==> src/rtl/pipeline_stall_controller_pkg.sv <==
// Shared types and helpers for the pipeline stall/flush sequencer.
// Optional performance counters are enabled with STALL_PERF_CNT_EN.
package pipeline_ctrl_pkg;

  typedef enum logic [1:0] {
    RUN      = 2'd0,
    MEM_WAIT = 2'd1,
    ERROR    = 2'd2
  } stall_state_t;

  // Data-memory operation encodings, mirrored from defines.sv
  localparam logic [1:0] MEM_OP_LD  = 2'd0;
  localparam logic [1:0] MEM_OP_LDM = 2'd1;
  localparam logic [1:0] MEM_OP_ST  = 2'd2;
  localparam logic [1:0] MEM_OP_STM = 2'd3;

  function automatic int unsigned wait_cnt_width(input int unsigned timeout);
    return $clog2(timeout + 1);
  endfunction

endpackage

==> src/rtl/pipeline_stall_controller_perf_counter.sv <==
// Saturating event counter used for the stall/flush performance statistics.
module stall_perf_counter #(
  parameter int unsigned CNT_W = 16
) (
  input  logic             clk,
  input  logic             rst_n,
  input  logic             inc,
  output logic [CNT_W-1:0] count
);

  logic [CNT_W-1:0] count_q, count_d;

  always_comb begin
    count_d = count_q;
    if (inc && (count_q != '1)) count_d = count_q + CNT_W'(1);
  end

  always_ff @(posedge clk or negedge rst_n) begin
    if (!rst_n) count_q <= '0;
    else        count_q <= count_d;
  end

  assign count = count_q;

endmodule

==> src/rtl/pipeline_stall_controller.sv <==
// Stall/flush sequencer: merges mem waits, branch squash and load-use stalls.
// Define STALL_PERF_CNT_EN to build the stall_cycles / flush_count counters.
module pipeline_stall_controller
  import pipeline_ctrl_pkg::*;
#(
  parameter int unsigned MEM_TIMEOUT = 64,
  parameter int unsigned CNT_W       = 16
) (
  input  logic             clk,
  input  logic             rst_n,
  input  logic             load_use_stall,
  input  logic             branch_taken,
  input  logic             mem_req,
  input  logic             mem_ack,
  output logic             pc_write_en,
  output logic             if_id_write_en,
  output logic             if_id_flush,
  output logic             id_ex_write_en,
  output logic             id_ex_bubble,
  output logic             ex_mem_write_en,
  output logic             mem_wb_bubble,
  output logic             mem_timeout,
  output logic [CNT_W-1:0] stall_cycles,
  output logic [CNT_W-1:0] flush_count
);

  localparam int unsigned      WCW         = wait_cnt_width(MEM_TIMEOUT);
  localparam logic [WCW-1:0]   TIMEOUT_VAL = WCW'(MEM_TIMEOUT);

  stall_state_t   state_q, state_d;
  logic [WCW-1:0] wait_cnt_q, wait_cnt_d;
  logic           freeze;
  logic           pc_c, if_id_we_c, if_id_flush_c, id_ex_we_c, id_ex_bubble_c;
  logic           ex_mem_we_c, mem_wb_bubble_c;

  always_comb begin
    state_d    = state_q;
    wait_cnt_d = wait_cnt_q;
    freeze     = 1'b0;
    unique case (state_q)
      RUN: begin
        if (mem_req && !mem_ack) begin
          freeze     = 1'b1;
          state_d    = MEM_WAIT;
          wait_cnt_d = WCW'(1);
        end
      end
      MEM_WAIT: begin
        if (mem_ack) begin
          state_d    = RUN;
          wait_cnt_d = '0;
        end else begin
          freeze = 1'b1;
          if (wait_cnt_q == TIMEOUT_VAL) state_d    = ERROR;
          else                           wait_cnt_d = wait_cnt_q + WCW'(1);
        end
      end
      ERROR:   freeze = 1'b1;
      default: begin
        freeze  = 1'b1;
        state_d = RUN;
      end
    endcase
  end

  // Freeze (mem wait or ERROR) outranks branch, which outranks load-use.
  always_comb begin
    pc_c            = 1'b1;
    if_id_we_c      = 1'b1;
    if_id_flush_c   = 1'b0;
    id_ex_we_c      = 1'b1;
    id_ex_bubble_c  = 1'b0;
    ex_mem_we_c     = 1'b1;
    mem_wb_bubble_c = 1'b0;
    if (freeze) begin
      pc_c            = 1'b0;
      if_id_we_c      = 1'b0;
      id_ex_we_c      = 1'b0;
      ex_mem_we_c     = 1'b0;
      mem_wb_bubble_c = 1'b1;
    end else if (branch_taken) begin
      if_id_flush_c  = 1'b1;
      id_ex_bubble_c = 1'b1;
    end else if (load_use_stall) begin
      pc_c           = 1'b0;
      if_id_we_c     = 1'b0;
      id_ex_bubble_c = 1'b1;
    end
  end

  always_ff @(posedge clk or negedge rst_n) begin
    if (!rst_n) begin
      state_q    <= RUN;
      wait_cnt_q <= '0;
    end else begin
      state_q    <= state_d;
      wait_cnt_q <= wait_cnt_d;
    end
  end

  // Mealy outputs are forced low for the whole reset assertion.
  assign pc_write_en     = rst_n & pc_c;
  assign if_id_write_en  = rst_n & if_id_we_c;
  assign if_id_flush     = rst_n & if_id_flush_c;
  assign id_ex_write_en  = rst_n & id_ex_we_c;
  assign id_ex_bubble    = rst_n & id_ex_bubble_c;
  assign ex_mem_write_en = rst_n & ex_mem_we_c;
  assign mem_wb_bubble   = rst_n & mem_wb_bubble_c;
  assign mem_timeout     = rst_n & (state_q == ERROR);

`ifdef STALL_PERF_CNT_EN
  logic squash;
  assign squash = rst_n & ~freeze & branch_taken;

  stall_perf_counter #(.CNT_W(CNT_W)) u_stall_cnt (
    .clk   (clk),
    .rst_n (rst_n),
    .inc   (~pc_write_en),
    .count (stall_cycles)
  );

  stall_perf_counter #(.CNT_W(CNT_W)) u_flush_cnt (
    .clk   (clk),
    .rst_n (rst_n),
    .inc   (squash),
    .count (flush_count)
  );
`else
  assign stall_cycles = '0;
  assign flush_count  = '0;
`endif

endmodule
==> config.mk <==
export PLATFORM = sky130hd
export DESIGN_NAME = pipeline_stall_controller
export DESIGN_NICKNAME = d
export VERILOG_FILES = /design/src/rtl/pipeline_stall_controller_pkg.sv /design/src/rtl/pipeline_stall_controller_perf_counter.sv /design/src/rtl/pipeline_stall_controller.sv
export SDC_FILE = /design/constraint.sdc
export NUM_CORES = 1
export LEC_CHECK = 0
export BUFFER_PORTS_ARGS = -buffer_cell sky130_fd_sc_hd__buf_2
export CORE_UTILIZATION = 41
export DETAILED_ROUTE_END_ITERATION = 8
export GPL_TIMING_DRIVEN = 0
export PLACE_DENSITY_LB_ADDON = 0.1
export SLEW_MARGIN = 20
export SYNTH_ARGS = -nofsm -noshare
export SYNTH_HDL_FRONTEND = slang
export SYNTH_SLANG_ARGS = --single-unit
==> constraint.sdc <==
create_clock -name clk -period 3.45 [get_ports clk]
set_input_delay 0.5175 -clock clk [delete_from_list [all_inputs] [get_ports clk]]
set_output_delay 0.5175 -clock clk [all_outputs]
set_load 0.05 [all_outputs]
; ---- Yosys cells after proc, flatten, opt, wreduce, memory -nomap -nowiden
; Index checks and enable logic that the tools add are counted.
; Widths: inputs -> output; s select.
[classes]
n_mux = 21
reduce_logical = 6
n_mul = 0
shift = 0
bitwise = 7
addsub = 1
eq_ne = 6
n_div = 0
magnitude_cmp = 0
[op_table]
columns = op, n
row1 = $mux 7, 3
row2 = $pmux 7 s2, 1
row3 = $mux 1, 12
row4 = $add 7x1->7 const B, 1
row5 = $eq 7x7->1 const B, 1
row6 = $and 1x1->1, 6
row7 = $mux 2, 3
row8 = $ne 3x3->1 const B, 2
row9 = $pmux 2 s3, 1
row10 = $reduce_and 3->1, 2
row11 = $eq 2x1->1 const B, 1
row12 = $eq 2x2->1 const B, 1
row13 = $logic_not 2->1, 1
row14 = $ne 2x2->1 const B, 1
row15 = $pmux 1 s2, 1
row16 = $reduce_bool 2->1, 1
row17 = $logic_and 1x1->1, 1
row18 = $logic_not 1->1, 1
row19 = $not 1->1, 1
[word_totals]
memories = 0
output_inout_bits = 40
mem_bits_ro = 0
word_cells = 43
input_bits = 6
latch_bits = 0
ramBits = 0
register_bits = 9

; ---- Longest topological paths before layout
[depth]
depth_word = 6
ltp_mapped = 6
depth_no_buf = 6

; ---- Worst setup path before layout
; Ideal clock, no wire load.
[synth_timing]
path_kind = register -> output
from = register state_q[0]
to = output pc_write_en
path_stages_with_launch = 7
slack_ps = 878
path_buffers = 2
arrival_ps = 2054
required_ps = 2932
path_cell_list = dfrtp_1 buf_2 nor2_1 o21ba_2 nand2_1 a21oi_1 buf_4
[synth_via]
elab_chain_cells = 4
elab_cells_between_ends = 5
cone_classes = 1 x eq/ne / 2 x mux / 1 x bitwise / 1 x reduce/logical
[synth_lines]
columns = item, line_no
row1 = from (decl), pipeline_stall_controller.sv:30  ; stall_state_t state_q, state_d;
row2 = from (signal assigned), pipeline_stall_controller.sv:96  ; state_q <= state_d;
row3 = $eq 2x1->1 or $logic_not 2->1 (tied branches), pipeline_stall_controller.sv:40  ; unique case (state_q)
row4 = $pmux 1 s2 *, pipeline_stall_controller.sv:40
row5 = $mux 1 *, n/a
row6 = $and 1x1->1 *, n/a
row7 = to (decl), pipeline_stall_controller.sv:15  ; output logic pc_write_en,
; Every way passes the cells marked *; elsewhere a longest branch is shown, timed or not.

; ---- Worst setup path in the final report
[layout_timing]
from = register state_q[0]
to = output pc_write_en
[layout_via]
elab_chain_cells = 4
elab_cells_between_ends = 5
cone_classes = 1 x eq/ne / 2 x mux / 1 x bitwise / 1 x reduce/logical
[layout_lines]
columns = item, line_no
row1 = $eq 2x1->1 or $logic_not 2->1 (tied branches), pipeline_stall_controller.sv:40
row2 = $pmux 1 s2 *, pipeline_stall_controller.sv:40
row3 = $mux 1 *, pipeline_stall_controller.sv:75  ; if (freeze) begin
row4 = $and 1x1->1 *, pipeline_stall_controller.sv:102  ; assign pc_write_en = rst_n & pc_c;
; Marks and branches as above.

==> impl_metrics.ini <==
[status]
status = finished clean

[detailed_routing]
antenna_left = 0
drt-total-wl_um = 1428
wl_per_cell_um = 8.254
vias = 695
drc = 0
drtIter0Drc = 12
vias_per_cell = 4.017
first_pass_iters = 4

[synth]
netlist_area_sq_um = 845.8
synth_warnings = 0
ys_seq_area_share_pct = 26.63
syn_inst = 98
synthTopCellsByArea = buf_4 (30%), dfrtp_1 (27%), xor2_1 (4.1%)
ys_ff_latch = 9
syn-mean-instance-area_sq_um = 8.631
synth_top_area_share_pct = 30.18
synth_largest_area_cell = buf_4
synth.distinct_cells = 32

[timing]
skew_ns = 0.0006602
fin_crit_sh_pct = 68.57
hold_viol = 0
timing.final.max_slew_violations = 0
rsz0062_at_grt = false
post-route-min-period_ns = 2.366
setup_viol = 0
fin_setup_tns_ns = 0
max_freq_mhz = 422.7

[clock_network]
htreeDepth = 1
cts_tree = done
cts_buffer_depth = 2
clock_latency_ns = 0.27
numCtsBuffers = 3
cts-root-buf = clkbuf_4
ctsResizeCount = 0
postCtsSetupBuffers = 0
cts_hold_buf = 0
clkTransAtPathRegs_ns = 0.06
cts_sinks = 9

[power]
p_int_uw = 199.0
ir_drop_mv = 0.1773
power.switching_uw = 168.6
pwr-share-clk_pct = 23.2
power_density_mw_per_mm2 = 338.1
seqPwrFrac_pct = 31.8
p_leak_uw = 0.0006396
p_comb_share_pct = 45.0
p_total_uw = 367.7
p_sw_share_pct = 45.87

[die]
initial_core_util_pct = 43.56
core_sq_mm = 0.001942
die-area_sq_mm = 0.002249
die_x_um = 47.42
std_cell_rows = 16
num_io_pins = 46
die_y_um = 47.42

[setup_path]
critPathLaunchType = flop
reg2reg_from = wait_cnt_q[0]
crit_arrival_ns = 1.85
worstSetupStartpoint = state_q[0]
critPathKind = flop to output pin
cp-end-kind = output pin
r2r_setup_slack_ns = 1.84
cp_data_required_time_ns = 2.93
crit_chain = buf_2 -> nor2_1 -> o21ba_2 -> nand2_1 -> a21oi_1 -> buf_4 -> buf_2
r2r-end = wait_cnt_q[2]
path_max_fanout = 10
critical_path.most_common_cell = buf_2
ff2ff_path_depth = 6
max_stage_delay_ns = 0.42
critPathSlowestCell = dfrtp_1

[grt]
grt_pass1_wl_um = 2125
antenna_found_initial = 0
grt_pass1_vias = 501
grt.total_usage_pct = 14.04
grt_max_degree = 13
grt_overflow_total = 0

[final_layout]
num-nets-final = 155
postLayoutCoreUtil_pct = 55.99
syn_to_final_growth_pct = 28.55
layout-drive-gt1-share_pct = 39.73
diodes = 0
nFillCells = 196

[placed_design]
gp_routability_congestion = 0.7629
dpl.hpwl_um = 1118
io_buffers = 13

[hold_path]
worstHoldPathType = input pin to asynchronous set/reset pin

[run]
drv_cap = 0
## worst max-delay path: cells and delay by family (launching register included)
family / cells / cell delay [ns]
simple gates: 2 / 0.26
compound gates: 2 / 0.34
buf+inv: 3 / 0.57
flops: 1 / 0.42
## sequential cells by signal (all words and copies together) (netlist names)
name,flops
state_q,2
wait_cnt_q,7
## how the worst max path moves through the flow
| stage | to | slack [ns] | depth (start not counted) |
|---|---|---|---|
| detailed placement | pc_write_en | 1.38 | 7 |
| finish | pc_write_en | 1.08 | 7 |
| global placement | pc_write_en | 1.43 | 7 |
| global route | pc_write_en | 0.94 | 7 |
| CTS | pc_write_en | 1.09 | 7 |
| floorplan | pc_write_en | 0.88 | 6 |
## cell type report
type	instances	area [sq um]	share of cell area, %
clock buffer	4	26.28	2.417
sequential	9	225.2	20.71
timing repair buffer	13	65.06	5.984
tap	27	33.78	3.107
inverter	6	22.52	2.071
multi-input combinational	79	454.2	41.77
buffer	35	260.3	23.94
## stage by stage
| step | hold slack, ns | cells | area [sq um] | setup slack, ns |
|---|---|---|---|---|
| after floorplan | 0.2219 | 129 | 962.2 | 0.8783 |
| after global placement | 0.3987 | 169 | 1061 | 1.428 |
| after detailed placement | 0.3985 | 169 | 1061 | 1.382 |
| after CTS | 0.1085 | 173 | 1087 | 1.087 |
| after global routing | 0.1125 | 173 | 1087 | 0.9408 |
| final | 0.1040 | 173 | 1087 | 1.084 |
## power groups by stage
| stage | clock (uW) | sequential, uW | combinational [uW] |
|---|---|---|---|
| global route | 94.2 | 118 | 178 |
| finish | 85.2 | 117 | 165 |
| CTS | 87.5 | 117 | 165 |
| detailed placement | 0 | 119 | 164 |
| global placement | 0 | 118 | 164 |
| floorplan | 0 | 117 | 149 |
## cell families after synthesis
| family | after synthesis | share of synthesized area [%] |
|---|---|---|
| AND/OR/NAND/NOR | 26 | 19.08 |
| AO/OA/AOI/OAI | 15 | 13.32 |
| buffers and inverters | 41 | 33.43 |
| other | 1 | 0.4434 |
| flip-flops | 9 | 26.63 |
| XOR/XNOR | 4 | 4.142 |
| adder cells (fa/ha/maj) | 2 | 2.958 |
## layer usage
metal  track usage [%]  wire [um]
met5                 0          0
met4             10.29         35
met3             3.774        117
met2             20.55        657
met1             17.67        617
## cells in the final DEF (no fill, tap or decap), types with 2 or more instances in the layout
cell type,Yosys,routed
o2111ai_1,2,2
dfrtp_1,9,9
clkbuf_4,0,3
nor2b_1,2,2
ha_1,2,2
buf_4,34,34
and4b_1,2,2
inv_1,6,6
a21oi_1,2,2
nand3_1,3,3
xor2_1,4,4
buf_2,1,14
nor2_1,9,9
o21ai_0,3,3
conb_1,1,32
## Yosys cell counts (all sizes together)
cell     number
inv           6
nand2b        1
nand4bb       1
nor4b         1
xor2          4
a2111oi       1
nor2b         3
conb          1
nor2          9
o31ai         1
o21bai        2
buf          35
a21oi         3
and2          1
and3          1
o21ba         1
a31o          1
and4b         2
nor3          1
o21ai         3
nand3         3
ha            2
a22oi         1
or4           2
nand2         1
o2111ai       2
dfrtp         9
No activity file was read; power rests on OpenSTA's default activity.
